**config.mk**
```make
export PLATFORM = sky130hd
export DESIGN_NAME = evict_drain_arbiter
export DESIGN_NICKNAME = d
export VERILOG_FILES = /design/src/rtl/lc3b_types.sv /design/src/rtl/evict_drain_priority.sv /design/src/rtl/evict_drain_arbiter.sv
export SDC_FILE = /design/constraint.sdc
export NUM_CORES = 1
export LEC_CHECK = 0
export CAP_MARGIN = 20
export CELL_PAD_IN_SITES_DETAIL_PLACEMENT = 1
export CELL_PAD_IN_SITES_GLOBAL_PLACEMENT = 2
export CORE_MARGIN = 8
export CORE_UTILIZATION = 17
export CTS_BUF_LIST = sky130_fd_sc_hd__clkbuf_16
export CTS_CLUSTER_DIAMETER = 100
export CTS_CLUSTER_SIZE = 30
export DETAILED_ROUTE_END_ITERATION = 7
export MAX_ROUTING_LAYER = met4
export PLACE_DENSITY = 0.85
export SYNTH_ARGS = -nofsm -noshare
export SYNTH_HDL_FRONTEND = slang
export SYNTH_SLANG_ARGS = --single-unit
```
**constraint.sdc**
```tcl
create_clock -name clk -period 2.1 [get_ports clk]
set_clock_uncertainty 0.1 [all_clocks]
set_input_delay 0.21 -clock clk [delete_from_list [all_inputs] [get_ports clk]]
set_output_delay 0.21 -clock clk [all_outputs]
set_load 0.005 [all_outputs]
```
**src/rtl/lc3b_types.sv**
```systemverilog
// lc3b_types: shared word/line types, arbiter state enum and line-address helper.
// No ports; imported by evict_drain_priority and evict_drain_arbiter.
package lc3b_types;
    typedef logic [15:0]  lc3b_word;
    typedef logic [127:0] lc3b_c_line;
    typedef enum logic [1:0] {IDLE, DEMAND, DRAIN} lc3b_arb_state;
    function automatic lc3b_word line_addr(input lc3b_word a, input int off);
        return a >> off;
    endfunction
endpackage

```
**src/rtl/evict_drain_priority.sv**
```systemverilog
// evict_drain_priority: combinational winner select between demand read and drain write.
// Inputs: dem_read, drn_write, dem_address, drn_address, starve_cnt, dirty_count.
// Outputs: grant_dem, grant_drn (mutually exclusive, both low when nobody asks).
module evict_drain_priority import lc3b_types::*; #(
    parameter int ADDR_W       = 16,
    parameter int OFFSET_W     = 4,
    parameter int STARVE_LIMIT = 4,
    parameter int HIGH_WATER   = 6
) (
    input  logic              dem_read,
    input  logic              drn_write,
    input  logic [ADDR_W-1:0] dem_address,
    input  logic [ADDR_W-1:0] drn_address,
    input  logic [2:0]        starve_cnt,
    input  logic [3:0]        dirty_count,
    output logic              grant_dem,
    output logic              grant_drn
);
    logic same_line, urgent;
    // A pending write-back to the same line must land before the read, or the read sees stale data.
    assign same_line = line_addr(lc3b_word'(dem_address), OFFSET_W) == line_addr(lc3b_word'(drn_address), OFFSET_W);
    assign urgent    = 32'(starve_cnt) >= STARVE_LIMIT || 32'(dirty_count) >= HIGH_WATER || same_line;
    assign grant_drn = drn_write && (!dem_read || urgent);
    assign grant_dem = dem_read && !grant_drn;
endmodule

```
**src/rtl/evict_drain_arbiter.sv**
```systemverilog
// evict_drain_arbiter: shares one physical-memory port between demand line reads and dirty-victim drains.
// Demand side: dem_read/dem_address in, dem_rdata/dem_resp out.
// Drain side: drn_write/drn_address/drn_wdata in, drn_resp out; dirty_count gives buffer occupancy.
// Memory side: pmem_read/pmem_write/pmem_address/pmem_wdata out, pmem_rdata/pmem_resp in.
module evict_drain_arbiter import lc3b_types::*; #(
    parameter int ADDR_W       = 16,
    parameter int LINE_W       = 128,
    parameter int OFFSET_W     = 4,
    parameter int STARVE_LIMIT = 4,
    parameter int HIGH_WATER   = 6
) (
    input  logic              clk,
    input  logic              rst_n,
    input  logic              dem_read,
    input  logic [ADDR_W-1:0] dem_address,
    output logic [LINE_W-1:0] dem_rdata,
    output logic              dem_resp,
    input  logic              drn_write,
    input  logic [ADDR_W-1:0] drn_address,
    input  logic [LINE_W-1:0] drn_wdata,
    output logic              drn_resp,
    input  logic [3:0]        dirty_count,
    output logic              pmem_read,
    output logic              pmem_write,
    output logic [ADDR_W-1:0] pmem_address,
    output logic [LINE_W-1:0] pmem_wdata,
    input  logic [LINE_W-1:0] pmem_rdata,
    input  logic              pmem_resp
);
    lc3b_arb_state     state, state_nx;
    logic [2:0]        starve_cnt;
    logic [ADDR_W-1:0] addr_q;
    logic [LINE_W-1:0] wdata_q;
    logic              grant_dem, grant_drn;

    evict_drain_priority #(
        .ADDR_W(ADDR_W), .OFFSET_W(OFFSET_W), .STARVE_LIMIT(STARVE_LIMIT), .HIGH_WATER(HIGH_WATER)
    ) u_priority (
        .dem_read(dem_read), .drn_write(drn_write), .dem_address(dem_address), .drn_address(drn_address),
        .starve_cnt(starve_cnt), .dirty_count(dirty_count), .grant_dem(grant_dem), .grant_drn(grant_drn)
    );

    // Grants are taken only from IDLE and the address/data are frozen here for the whole transaction.
    always_ff @(posedge clk or negedge rst_n) begin
        if (!rst_n) begin
            state      <= IDLE;
            starve_cnt <= '0;
            addr_q     <= '0;
            wdata_q    <= '0;
        end else begin
            state <= state_nx;
            if (state == IDLE && grant_dem) begin
                addr_q <= dem_address;
                if (drn_write && starve_cnt != 3'd7) starve_cnt <= starve_cnt + 3'd1;
            end
            if (state == IDLE && grant_drn) begin
                addr_q     <= drn_address;
                wdata_q    <= drn_wdata;
                starve_cnt <= '0;
            end
        end
    end

    always_comb begin
        state_nx   = state;
        pmem_read  = 1'b0;
        pmem_write = 1'b0;
        dem_resp   = 1'b0;
        drn_resp   = 1'b0;
        dem_rdata  = '0;
        case (state)
            IDLE:    state_nx = grant_drn ? DRAIN : grant_dem ? DEMAND : IDLE;
            DEMAND: begin
                pmem_read = 1'b1;
                dem_resp  = pmem_resp;
                dem_rdata = pmem_resp ? pmem_rdata : '0;
                state_nx  = pmem_resp ? IDLE : DEMAND;
            end
            DRAIN: begin
                pmem_write = 1'b1;
                drn_resp   = pmem_resp;
                state_nx   = pmem_resp ? IDLE : DRAIN;
            end
            default: state_nx = IDLE;
        endcase
    end

    assign pmem_address = addr_q;
    assign pmem_wdata   = wdata_q;
endmodule

```
; ---- Yosys cells after proc, flatten, opt, wreduce, memory -nomap -nowiden
; Index checks and enable logic that the tools add are counted.
[word_totals]
regBits = 149
input_bits = 297
latchBits = 0
ramBits = 0
n_memories = 0
output_inout_bits = 276
romBits = 0
word_cells = 41
[op_classes]
addsub = 1
shift = 0
n_div = 0
eq_ne = 4
muxes = 16
n_reduce_logical = 14
magnitude_cmp = 2
n_mul = 0
bitwise_logic = 0
[op_table]
columns = cell, n
row1 = 128-bit two-way mux, 2
row2 = 16-bit two-way mux, 2
row3 = 12-bit equality test, 1
row4 = 3-bit two-way mux, 3
row5 = 1-bit two-way mux, 6
row6 = 2-bit one-hot mux with 3 select lines, 1
row7 = 1-bit logical AND, 5
row8 = "4-bit by 3-bit >= comparator with 1-bit output, second input constant", 1
row9 = 2-bit two-way mux, 2
row10 = 2-bit nonzero test, 2
row11 = "3-bit by 1-bit adder with 3-bit output, second input constant", 1
row12 = "3-bit >= comparator, second input constant", 1
row13 = 1-bit logical OR, 3
row14 = "3-bit inequality test, second input constant", 1
row15 = "2-bit by 1-bit equality test with 1-bit output, second input constant", 1
row16 = "2-bit equality test, second input constant", 1
row17 = 1-bit zero test, 2
row18 = 2-bit zero test, 1
row19 = 2-bit AND reduction, 1

; ---- Logic depth before layout (Yosys ltp)
[logic_depth]
ltp_word = 10
ltp_mapped = 9
ltp_nobuf = 5

; ---- Hierarchy
; A second synthesis with hierarchy kept.
[hier_totals]
cells_unflattened = 535
area_unflattened_um2 = 7375.8
[by_module_without_submodules]
columns = module, area_each_um2, cells_per_inst, seq_area_each_um2, instances
row1 = evict_drain_arbiter, 7215.7, 512, 3728.6, 1
row2 = evict_drain_priority, 160.2, 23, 0.0, 1

; ---- Least setup slack after synthesis
; No wires, ideal clock.
[synth_path]
kind = reg2reg
start = register state[0]
end = register wdata_q[10] (netlist: pmem_wdata[10])
t_arrival_ns = 1.825
slack_ns = 0.050
path_buffers = 4
path_stages_with_launch = 10
setup_time_ns = 0.125
t_required_ns = 1.875
synth_period_minus_slack_ns = 2.050
cell_sequence = dfrtp_1 -> nor2_1 -> and2_1 -> clkbuf_1 -> nand2_1 -> o21a_1 -> buf_2 -> buf_6 -> buf_6 -> mux2_4
[synth_between]
elab_chain_len = 2
[synth_lines]
columns = element, line
row1 = from (decl), evict_drain_arbiter.sv:30  ; lc3b_arb_state state, state_nx;
row2 = from (signal assigned), evict_drain_arbiter.sv:51  ; state <= state_nx;
row3 = 2-bit zero test, evict_drain_arbiter.sv:56  ; if (state == IDLE && grant_drn) begin
row4 = 1-bit logical AND, evict_drain_arbiter.sv:56
row5 = to (signal assigned), evict_drain_arbiter.sv:58  ; wdata_q <= drn_wdata;
row6 = to (decl), evict_drain_arbiter.sv:33  ; logic [LINE_W-1:0] wdata_q;
; No other way between the ends.
; A chain may end at the register's enable or synchronous reset.

; ---- Worst setup path in the final report
[layout_path]
start = register state[0]
end = output port dem_rdata[110]
[layout_between]
elab_chain_len = 2
[layout_lines]
columns = element, line
row1 = 2-bit by 1-bit equality test with 1-bit output, evict_drain_arbiter.sv:71  ; case (state)
row2 = 128-bit two-way mux, evict_drain_arbiter.sv:71
row3 = to (decl), evict_drain_arbiter.sv:16  ; output logic [LINE_W-1:0] dem_rdata,
; No other way between the ends.

==> flow_summary.toml <==
[route]
ant_nets = 0
first_pass_iters = 4
first_iter_violations = 334
drt-vias-per-instance = 4.14
num_vias = 7618
avgRoutedWirePerCell_um = 23.9
routed_wl_um = 44000
drc = 0

[synth]
synthSimpleGateAreaFrac_pct = 14.3
synth_area_um2 = 7400
synthesis.nets = 916
synth_warnings = 0
async_reset_ff_share_pct = 100
synthXorXnorAreaFrac_pct = 1.54
synth_top_family_by_area = "multiplexers"
synthAdderAreaFrac_pct = 0.507
synth_compound_area_share_pct = 5.20
synth-seq-cells = 149
synth-edff-count = 0
avgSynthCellArea_um2 = 12.0
synthMuxAreaShare_pct = 23.5
synth_seq_area_share_pct = 50.4
synth.distinct_cells = 30
ys.flop_type = "dfrtp_1"
postSynthCellCount = 616

[timing]
tightest_slew_ns = 0.810
maxSlewHeadroom_pct = 45.8
rsz0062_at_grt = "true"
min_period_ns = 2.18
hold_violations = 0
final.setup.worst_slack_ns = -0.0779
fin_crit_sh_pct = 104
max_freq_mhz = 459
fin_hold_ws_ns = 0.190
finalMaxSlewViolations = 0
finalSetupViolCount = 9

[global_routing]
grt_start_max_net_pins = 74
grt_pass1_wl_um = 61500
grt_pass1_vias = 8819
antenna_found_initial = 12
grt.overflow.total = 0
grt_use_total_pct = 17.1

[power]
leakagePower_nw = 6.95
ir_worst_vdd_uv = 408
powerDensity_nw_per_um2 = 1120
p_total_mw = 17.5

[layout]
fin_area_um2 = 15600
fillCellCount = 4708
finalNetCount = 1534
area_growth_pct = 111
stdcell_count = 1841
layout_commonest_cell = "clkdlybuf4s50_1"
layout_common_cells = "clkdlybuf4s50_1 (437), dfrtp_1 (148), buf_6 (91)"
drive_gt1_share_pct = 35.9

[floorplan]
die_y_um = 225
die_x_um = 225
core_um2 = 43100
top_level_ports = 573
dieArea_um2 = 50500
initial_utilization_pct = 17.2
num_rows = 76

[placed_design]
placed_area_um2 = 14100
dp_cells = 1765
hpwl_um = 34800
port_buffers = 571
pre_cts_ws_ns = -0.582
place_congestion = 0.849

[clock_tree]
clk_pin_slew_ns = 0.07
cts-htree-levels = 4
insertion_delay_ns = 0.43
cts.sinks = 149
cts_buffer_depth = 2
clockRootBuffer = "clkbuf_16"
cts_buffers = 17
cts_tree = "built"

[worst_setup_path]
crit_slowest_cell = "dfrtp_1"
crit_chain = "nor2b_4 -> buf_12 -> buf_12 -> buf_8 -> buf_6 -> buf_12 -> and3_4 -> buf_6"
r2r_start = "state[1]"
r2r_slack_ns = 0.09
critPathMaxStageDelay_ns = 0.39
cp_common_cell = "buf_12"
required_ns = 1.79
r2r_cells = 7
crit_fanout = 7
start_kind = "flip-flop"
cp-end-kind = "primary output"
crit_arrival_ns = 1.87
reg2reg_to = "pmem_wdata[125]"
critPathKind = "flip-flop to primary output"

[run_status]
violations = "setup timing"
status = "finished, violations left"

[run]
drv_cap = 0

[min_path]
hold_path.class = "input pin to async pin"
==> repair_timing <==
| action | 4_1_cts | 5_1_grt |
|---|---|---|
| resized for setup | 557 | 109 |
| gates cloned | 7 | 3 |
| pin swaps | 16 | 25 |
| endpoints found under the setup margin | 267 | 164 |
| setup buffers | 26 | 1 |
| hold buffers | 1 | 0 |
| hold endpoints to repair | 42 | 0 |
==> cells by family after synthesis <==
| kind of cell | count (synthesis) |
|---|---|
| xor+xnor | 13 |
| flops | 149 |
| fa+ha+maj | 3 |
| compound gates | 70 |
| buf+inv | 71 |
| simple gates | 181 |
| mux | 129 |
==> per-layer routing <==
layer	global-route usage (%)	up-vias	part of all wire [%]
met1	16.5	3780	36
met3	6.96	36	9.9
met5	-	-	0
li1	-	3428	-
met4	5.80	0	1.9
met2	30.7	374	53
==> metrics by stage <==
step | utilization, % | setup TNS, ns
2_1_floorplan | - | 0
3_3_place_gp | 32.7 | -77.91
3_5_place_dp | 32.7 | -74.07
4_1_cts | 35.2 | -2.70
5_1_grt | 36.3 | -3.73
6_report | 36.3 | -0.582
==> Yosys cell counts (7+ instances only) <==
library cell,number,area (um2)
mux2_4,77,1160
nand2_1,24,90.1
inv_1,16,60.1
dfrtp_1,149,3730
buf_2,7,35.0
and3_1,128,801
xor2_1,12,105
a31oi_1,16,100
nor2_1,7,26.3
clkbuf_1,39,146
mux2_2,51,574
o21ai_0,41,205
buf_6,9,101
==> critical path: cells and delay by family, from the launching register on <==
kind | cells | cell delay [ns]
and+or+nand+nor | 2 | 0.31
DFF | 1 | 0.39
buffers and inverters | 6 | 0.73
==> sequential cells by signal, summed over array words and instances (netlist names) <==
signal,cells
pmem_wdata,128
pmem_address,16
starve_cnt,3
state,2
==> cell type report <==
class	instances	area, um2	share of cell area (%)
well taps	585	732	4.69
repair buffers	654	6750	43.2
clock buffers	17	425	2.72
inverters	16	60.1	0.384
flip-flops and latches	149	3730	23.9
clock inverters	15	125	0.801
diodes	9	22.5	0.144
multi-input cells	396	3780	24.2
==> how the worst max path moves through the flow <==
stage / from / to / slack (ns)
after global routing: state[0] / dem_rdata[99] / -0.14
after floorplan: state[0] / pmem_wdata[10] / 0.05
after detailed placement: drn_address[15] / pmem_address[7] / -0.58
after CTS: state[1] / dem_rdata[92] / -0.16
after global placement: drn_address[15] / pmem_wdata[60] / -0.59
final: state[0] / dem_rdata[110] / -0.08
==> report_power, final <==
part / internal, mW / total [mW] / switching [mW]
Clock: 1.54 / 2.91 / 1.37
Sequential: 4.33 / 5.26 / 0.930
Combinational: 6.16 / 9.35 / 3.19
Total: 12.0 / 17.5 / 5.49
Power figures use the tool's default switching activity.
